[src/rtl/fft_butterfly_radix_4_inverse.sv]
// Radix-4 inverse-FFT butterfly (conjugate twiddle direction). The datapath has three pipeline stages:
// partial sums, full sums, then scale/round/saturate. It uses valid/ready flow control and a sticky overflow flag.
module fft_butterfly_radix_4_inverse #(
  parameter int data_width_p = 15
) (
  input  logic                           clk,
  input  logic                           rst_n,
  input  logic                           x_valid,
  output logic                           x_ready,
  input  logic [1:0]                     x_scale,
  input  logic signed [data_width_p-1:0] x_a_re,
  input  logic signed [data_width_p-1:0] x_a_im,
  input  logic signed [data_width_p-1:0] x_b_re,
  input  logic signed [data_width_p-1:0] x_b_im,
  input  logic signed [data_width_p-1:0] x_c_re,
  input  logic signed [data_width_p-1:0] x_c_im,
  input  logic signed [data_width_p-1:0] x_d_re,
  input  logic signed [data_width_p-1:0] x_d_im,
  output logic                           y_valid,
  input  logic                           y_ready,
  output logic signed [data_width_p-1:0] y_a_re,
  output logic signed [data_width_p-1:0] y_a_im,
  output logic signed [data_width_p-1:0] y_b_re,
  output logic signed [data_width_p-1:0] y_b_im,
  output logic signed [data_width_p-1:0] y_c_re,
  output logic signed [data_width_p-1:0] y_c_im,
  output logic signed [data_width_p-1:0] y_d_re,
  output logic signed [data_width_p-1:0] y_d_im,
  input  logic                           cr_clear_overflow,
  output logic                           sr_overflow
);

  localparam int W = data_width_p;
  localparam logic signed [W+2:0] MAX_V = {4'b0000, {(W-1){1'b1}}};
  localparam logic signed [W+2:0] MIN_V = {4'b1111, {(W-1){1'b0}}};

  function automatic logic signed [W:0] ext1(input logic signed [W-1:0] v);
    return {v[W-1], v};
  endfunction

  function automatic logic signed [W+1:0] ext2(input logic signed [W:0] v);
    return {v[W], v};
  endfunction

  logic en;
  assign en      = !y_valid || y_ready;
  assign x_ready = en;

  logic                  v1, v2;
  logic [1:0]            s1_scale, s2_scale;
  logic signed [W:0]     ac_sum_re, ac_sum_im, ac_dif_re, ac_dif_im;
  logic signed [W:0]     bd_sum_re, bd_sum_im, bd_dif_re, bd_dif_im;
  logic [7:0][W+1:0]     s2_sum;
  logic [7:0][W-1:0]     y_out;
  logic                  y_ovf;

  logic signed [W+2:0]   bias;
  logic signed [W+2:0]   rounded [8];
  logic [7:0][W-1:0]     sat_val;
  logic [7:0]            clip;

  // Stage 3 combinational: round-half-up bias, arithmetic shift, clamp to output range.
  always_comb begin
    bias    = '0;
    clip    = '0;
    sat_val = '0;
    if (s2_scale == 2'd1)
      bias[0] = 1'b1;
    else if (s2_scale == 2'd2)
      bias[1] = 1'b1;
    for (int k = 0; k < 8; k++) begin
      rounded[k] = ($signed({s2_sum[k][W+1], s2_sum[k]}) + bias) >>> s2_scale;
      if (rounded[k] > MAX_V) begin
        sat_val[k] = MAX_V[W-1:0];
        clip[k]    = 1'b1;
      end else if (rounded[k] < MIN_V) begin
        sat_val[k] = MIN_V[W-1:0];
        clip[k]    = 1'b1;
      end else begin
        sat_val[k] = rounded[k][W-1:0];
      end
    end
  end

  always_ff @(posedge clk or negedge rst_n) begin
    if (!rst_n) begin
      v1        <= 1'b0;
      v2        <= 1'b0;
      y_valid   <= 1'b0;
      s1_scale  <= '0;
      s2_scale  <= '0;
      ac_sum_re <= '0;
      ac_sum_im <= '0;
      ac_dif_re <= '0;
      ac_dif_im <= '0;
      bd_sum_re <= '0;
      bd_sum_im <= '0;
      bd_dif_re <= '0;
      bd_dif_im <= '0;
      s2_sum    <= '0;
      y_out     <= '0;
      y_ovf     <= 1'b0;
    end else if (en) begin
      v1        <= x_valid;
      s1_scale  <= (x_scale == 2'd3) ? 2'd2 : x_scale;
      ac_sum_re <= ext1(x_a_re) + ext1(x_c_re);
      ac_sum_im <= ext1(x_a_im) + ext1(x_c_im);
      ac_dif_re <= ext1(x_a_re) - ext1(x_c_re);
      ac_dif_im <= ext1(x_a_im) - ext1(x_c_im);
      bd_sum_re <= ext1(x_b_re) + ext1(x_d_re);
      bd_sum_im <= ext1(x_b_im) + ext1(x_d_im);
      bd_dif_re <= ext1(x_b_re) - ext1(x_d_re);
      bd_dif_im <= ext1(x_b_im) - ext1(x_d_im);

      // Multiplying (b-d) by +/-j swaps re/im with a sign flip.
      v2        <= v1;
      s2_scale  <= s1_scale;
      s2_sum[0] <= ext2(ac_sum_re) + ext2(bd_sum_re);
      s2_sum[1] <= ext2(ac_sum_im) + ext2(bd_sum_im);
      s2_sum[2] <= ext2(ac_dif_re) - ext2(bd_dif_im);
      s2_sum[3] <= ext2(ac_dif_im) + ext2(bd_dif_re);
      s2_sum[4] <= ext2(ac_sum_re) - ext2(bd_sum_re);
      s2_sum[5] <= ext2(ac_sum_im) - ext2(bd_sum_im);
      s2_sum[6] <= ext2(ac_dif_re) + ext2(bd_dif_im);
      s2_sum[7] <= ext2(ac_dif_im) - ext2(bd_dif_re);

      y_valid   <= v2;
      y_out     <= sat_val;
      y_ovf     <= |clip;
    end
  end

  // Set on transfer of a clipped vector takes priority over a simultaneous clear.
  always_ff @(posedge clk or negedge rst_n) begin
    if (!rst_n)
      sr_overflow <= 1'b0;
    else if (y_valid && y_ready && y_ovf)
      sr_overflow <= 1'b1;
    else if (cr_clear_overflow)
      sr_overflow <= 1'b0;
  end

  assign y_a_re = y_out[0];
  assign y_a_im = y_out[1];
  assign y_b_re = y_out[2];
  assign y_b_im = y_out[3];
  assign y_c_re = y_out[4];
  assign y_c_im = y_out[5];
  assign y_d_re = y_out[6];
  assign y_d_im = y_out[7];

endmodule
[config.mk]
export PLATFORM = sky130hd
export DESIGN_NAME = fft_butterfly_radix_4_inverse
export DESIGN_NICKNAME = d
export VERILOG_FILES = /design/src/rtl/fft_butterfly_radix_4_inverse.sv
export SDC_FILE = /design/constraint.sdc
export NUM_CORES = 1
export LEC_CHECK = 0
export ABC_AREA = 1
export CAP_MARGIN = 10
export CORE_UTILIZATION = 45
export DETAILED_ROUTE_END_ITERATION = 8
export HOLD_SLACK_MARGIN = 0.08
export PLACE_DENSITY = 0.63
export SLEW_MARGIN = 20
export SYNTH_ARGS = -nofsm -noshare
export SYNTH_HDL_FRONTEND = slang
export SYNTH_SLANG_ARGS = --single-unit
export TNS_END_PERCENT = 100
[constraint.sdc]
create_clock -name clk -period 4.5 [get_ports clk]
set_clock_uncertainty 0.15 [all_clocks]
set_input_delay 1.35 -clock clk [delete_from_list [all_inputs] [get_ports clk]]
set_output_delay 1.35 -clock clk [all_outputs]
set_load 0.03 [all_outputs]
# --- Yosys cells after proc, flatten, opt, wreduce, memory -nomap -nowiden ---
# Index checks and enable logic that the tools add are counted.
# Widths: inputs -> output; s select.
classes:
  shift: 8
  n_lt_le_gt_ge: 16
  addsub: 24
  n_reduce_logical: 6
  eq_ne: 3
  muxes: 38
ops:
  columns: ["op", "n"]
  rows:
  - ["$mux 15", 16]
  - ["$add 17x3->18", 8]
  - ["$gt 18x15->1 const B", 8]
  - ["$lt 18x15->1 const B", 8]
  - ["$sshr 18x2->18", 8]
  - ["$add 16x16->17", 4]
  - ["$sub 16x16->17", 4]
  - ["$add 15x15->16", 4]
  - ["$sub 15x15->16", 4]
  - ["$mux 1", 21]
  - ["$reduce_or 8->1", 1]
  - ["$eq 2x2->1 const B", 2]
  - ["$eq 2x1->1 const B", 1]
  - ["$logic_and 1x1->1", 2]
  - ["$mux 2", 1]
  - ["$reduce_bool 2->1", 1]
  - ["$logic_not 1->1", 1]
  - ["$logic_or 1x1->1", 1]
word_totals:
  word_cells: 126
  register_bits: 393
  out_inout_bits: 123
  input_bits: 127

# --- Depth between registers and ports, before layout ---
logic_depth:
  ltp_word: 9
  depth_mapped: 26
  depth_no_buf: 24

# --- Worst setup path before layout ---
# No wires, ideal clock.
synth_path:
  path_kind: "input -> output"
  startpoint: "in y_ready"
  endpoint: "out x_ready"
  path_slack_ns: 0.708
  arrival_time_ns: 2.292
  stages: 4
  required_time_ns: 3.000
  n_path_buf: 2
  path_cell_list: "nor2_1 inv_2 clkbuf_1 buf_1"
synth_between:
  elab_chain_len: 1
synth_lines:
  columns: ["item", "line_no", "source"]
  rows:
  - ["start, declared", "20", "input logic y_ready,"]
  - ["$logic_or 1x1->1", "46", "assign en = !y_valid || y_ready;"]
  - ["end, declared", "9", "output logic x_ready,"]
# No other way between the ends.

# --- Final worst setup path ---
# Ends and elaborated chain as after synthesis.

==> flow_metrics.tcl <==
set metrics [dict create \
    finalWirelength_um 95900 \
    die_area_um2 70600 \
    number_of_nets_in_the_synthesized_netlist 4930 \
    synthesis.area_um2 31300 \
    max_freq_mhz 239 \
    yosys_warnings 0 \
    sw_share 0.518 \
    grt_setup_unrepaired "no" \
    count_of_flip_flops_with_a_built_in_enable_after_synthesis 0 \
    synth.ff_latch_count 385 \
    layout_min_cycle_time_ps 4180 \
    final_critical_path_setup_slack_ps 319 \
    maxSlewHeadroom 0.331 \
    run_status "complete, no violations" \
    final-instance-count-excl-fill 5621 \
    cts_h_tree_depth 2 \
    worst_hold_path_type "reg -> reg" \
    crit_required_ps 3000 \
    number_of_cells_produced_by_synthesis 4527 \
    power.share.clock 0.143 \
    critPathArrivalTime_ps 2680 \
    drtAntennaViolNets 0 \
    tritoncts "yes" \
    firstDrtPassIters 6 \
    vias 29300 \
    finish.net_count 5058 \
    synth_cell_types 52 \
    post_cts_resize_count 0 \
    place_inst 5539 \
    yosysSeqAreaShare 0.308 \
    grt_max_degree 176 \
    finalHoldWorstSlack_ps 300 \
    final_hold_viol_count 0 \
    clkSinkCount 385 \
    cts_inserted_buffers 45 \
    placement.io_buffers 249 \
    total_power_mw 26.3 \
    fillerInstances 7053 \
    chipWidth_um 266 \
    syn-mean-instance-area_um2 6.91 \
    critical_path.max_fanout 3 \
    hpwlAfterDp_um 76400 \
    first_iter_violations 2425 \
    placement_rows 96 \
    fp.coreArea_um2 68700 \
    grt_antenna_before_repair 2 \
    layout.cells.most_common_list "sky130_fd_sc_hd__nand2_1, sky130_fd_sc_hd__inv_1, sky130_fd_sc_hd__o21ai_0, sky130_fd_sc_hd__dfrtp_1, sky130_fd_sc_hd__nor2_1" \
    max_cap_viol_count 0 \
    p_sw_mw 13.6 \
    initial_utilization 0.455 \
    setup_violations 0 \
    grt_pass1_vias 26700 \
    detail_route.wl_per_cell_um 17.1 \
    clkTransAtPathRegs_ps 60 \
    pre_cts_ws_ps 64.9 \
    cts.path.max_buffers 3 \
    asyncSetResetFlopFracSynth 1.00 \
    pwr_density_cell_nw_per_um2 730 \
    drt_drc_violations_left 0 \
    post_cts_hold_buffer_count 0 \
    overflow 0 \
    cts_setup_buffers 0 \
    vdd_drop_max_v 0.000527 \
    grt_first_pass_wirelength_um 152000 \
    syn2layout_area_growth_pct 15.1 \
    comb_power_share 0.598 \
    fin_area_um2 36000 \
    boundaryPins 250 \
    critPathCaptureType "output port" \
    die_height_um 266 \
    gp_congestion 0.967 \
    synth-main-ff-cell "sky130_fd_sc_hd__dfrtp_1" \
    insertion_delay_ps 590 \
    final-max-slew-violation-count 0 \
    drive_above_1_share 0.0375 \
    grt.total_usage 0.269 \
    placement.cell_area_um2 34500 \
    critPathLaunchType "input port" \
    critPathKind "in -> out" \
    internal-power_mw 12.7 \
    finalCoreUtilization 0.524 \
    tightest_slew_ps 1000 \
    sequential_power_share 0.259 \
    num_antenna_cells 0 \
    setup_total_negative_slack_ps 0 \
    final_worst_path_cycle_share 0.929 \
    layout.cells.most_common "sky130_fd_sc_hd__nand2_1" \
    viasPerCell 5.21 \
    leakagePower_nw 17.7 \
    cts-root-buf "sky130_fd_sc_hd__clkbuf_16" \
]
[registers in the layout, summed over array words and instances (netlist names), 16 cells and up]
register / flops
ac_dif_re: 16
bd_sum_re: 16
s2_sum: 132
ac_dif_im: 16
bd_sum_im: 16
[synthesized netlist by cell type, drive strengths merged (25+ instances only)]
cell type	n	area, um^2
dfrtp	385	9630
xnor2	25	219
ha	260	3250
inv	577	2170
nor3	47	240
clkbuf	164	616
o31ai	25	188
o22ai	27	169
o21ai	408	2040
a31oi	42	263
nor2	388	1510
o211ai	27	203
nand3	313	1610
nand2	1105	4170
xor2	178	1560
nand4	38	238
a21oi	344	1770
buf	46	270
[power groups by stage]
stage,clock network (mW),registers (mW),logic (mW)
2_1_floorplan,0,7.15,9.87
3_3_place_gp,0,6.81,15.4
3_5_place_dp,0,6.83,15.5
4_1_cts,3.86,6.77,15.6
5_1_grt,3.97,6.99,17.5
6_report,3.78,6.81,15.7
[worst paths after layout]
check / end / slack, ps / depth (start not counted) / from
max: x_ready / 320 / 4 / y_ready
min reg2reg: y_valid / 300 / 2 / v2
max reg2reg: y_ovf / 670 / 21 / s2_scale[1]
min: y_valid / 300 / 2 / v2
min in group asynchronous: y_c_im[3] / 640 / 1 / rst_n
max in group asynchronous: s2_sum[61] / 2710 / 2 / rst_n
[kinds of logic (layout without fill, tap and decap cells)]
group,Yosys count,in the layout,synth area share
XOR/XNOR,203,203,0.0568
AND/OR/NAND/NOR,1924,1924,0.255
buffers and inverters,787,950,0.0976
multiplexers,8,8,0.00256
adder cells (fa/ha/maj),276,276,0.114
flip-flops,385,385,0.308
AO/OA/AOI/OAI,944,944,0.166
[routing by layer]
layer  global-route usage  part of all wire  up-vias  wire length, um
met5                    0                 0        -                0
met4               0.0551             0.019        0             1830
met3               0.0243             0.046       92             4390
met2                0.398              0.42      745            40200
met1                0.423              0.52    13500            49400
li1                     -                 -    14900                -
[area by class of cell]
class                      instances  area, um^2  area share
clock buffer                      64        1310      0.0364
tap                              931        1160      0.0323
timing repair buffer             291        2910      0.0809
multi-input combinational       3355       18600       0.516
sequential                       385        9640       0.268
inverter                         577        2180      0.0605
clock inverter                    18         210     0.00584
[critical path: stages]
cell and delay, ps:
sky130_fd_sc_hd__clkdlybuf4s50_1 530, sky130_fd_sc_hd__nor2_4 80, sky130_fd_sc_hd__inv_8 60, sky130_fd_sc_hd__clkdlybuf4s50_1 660
Power figures use the tool's default switching activity.
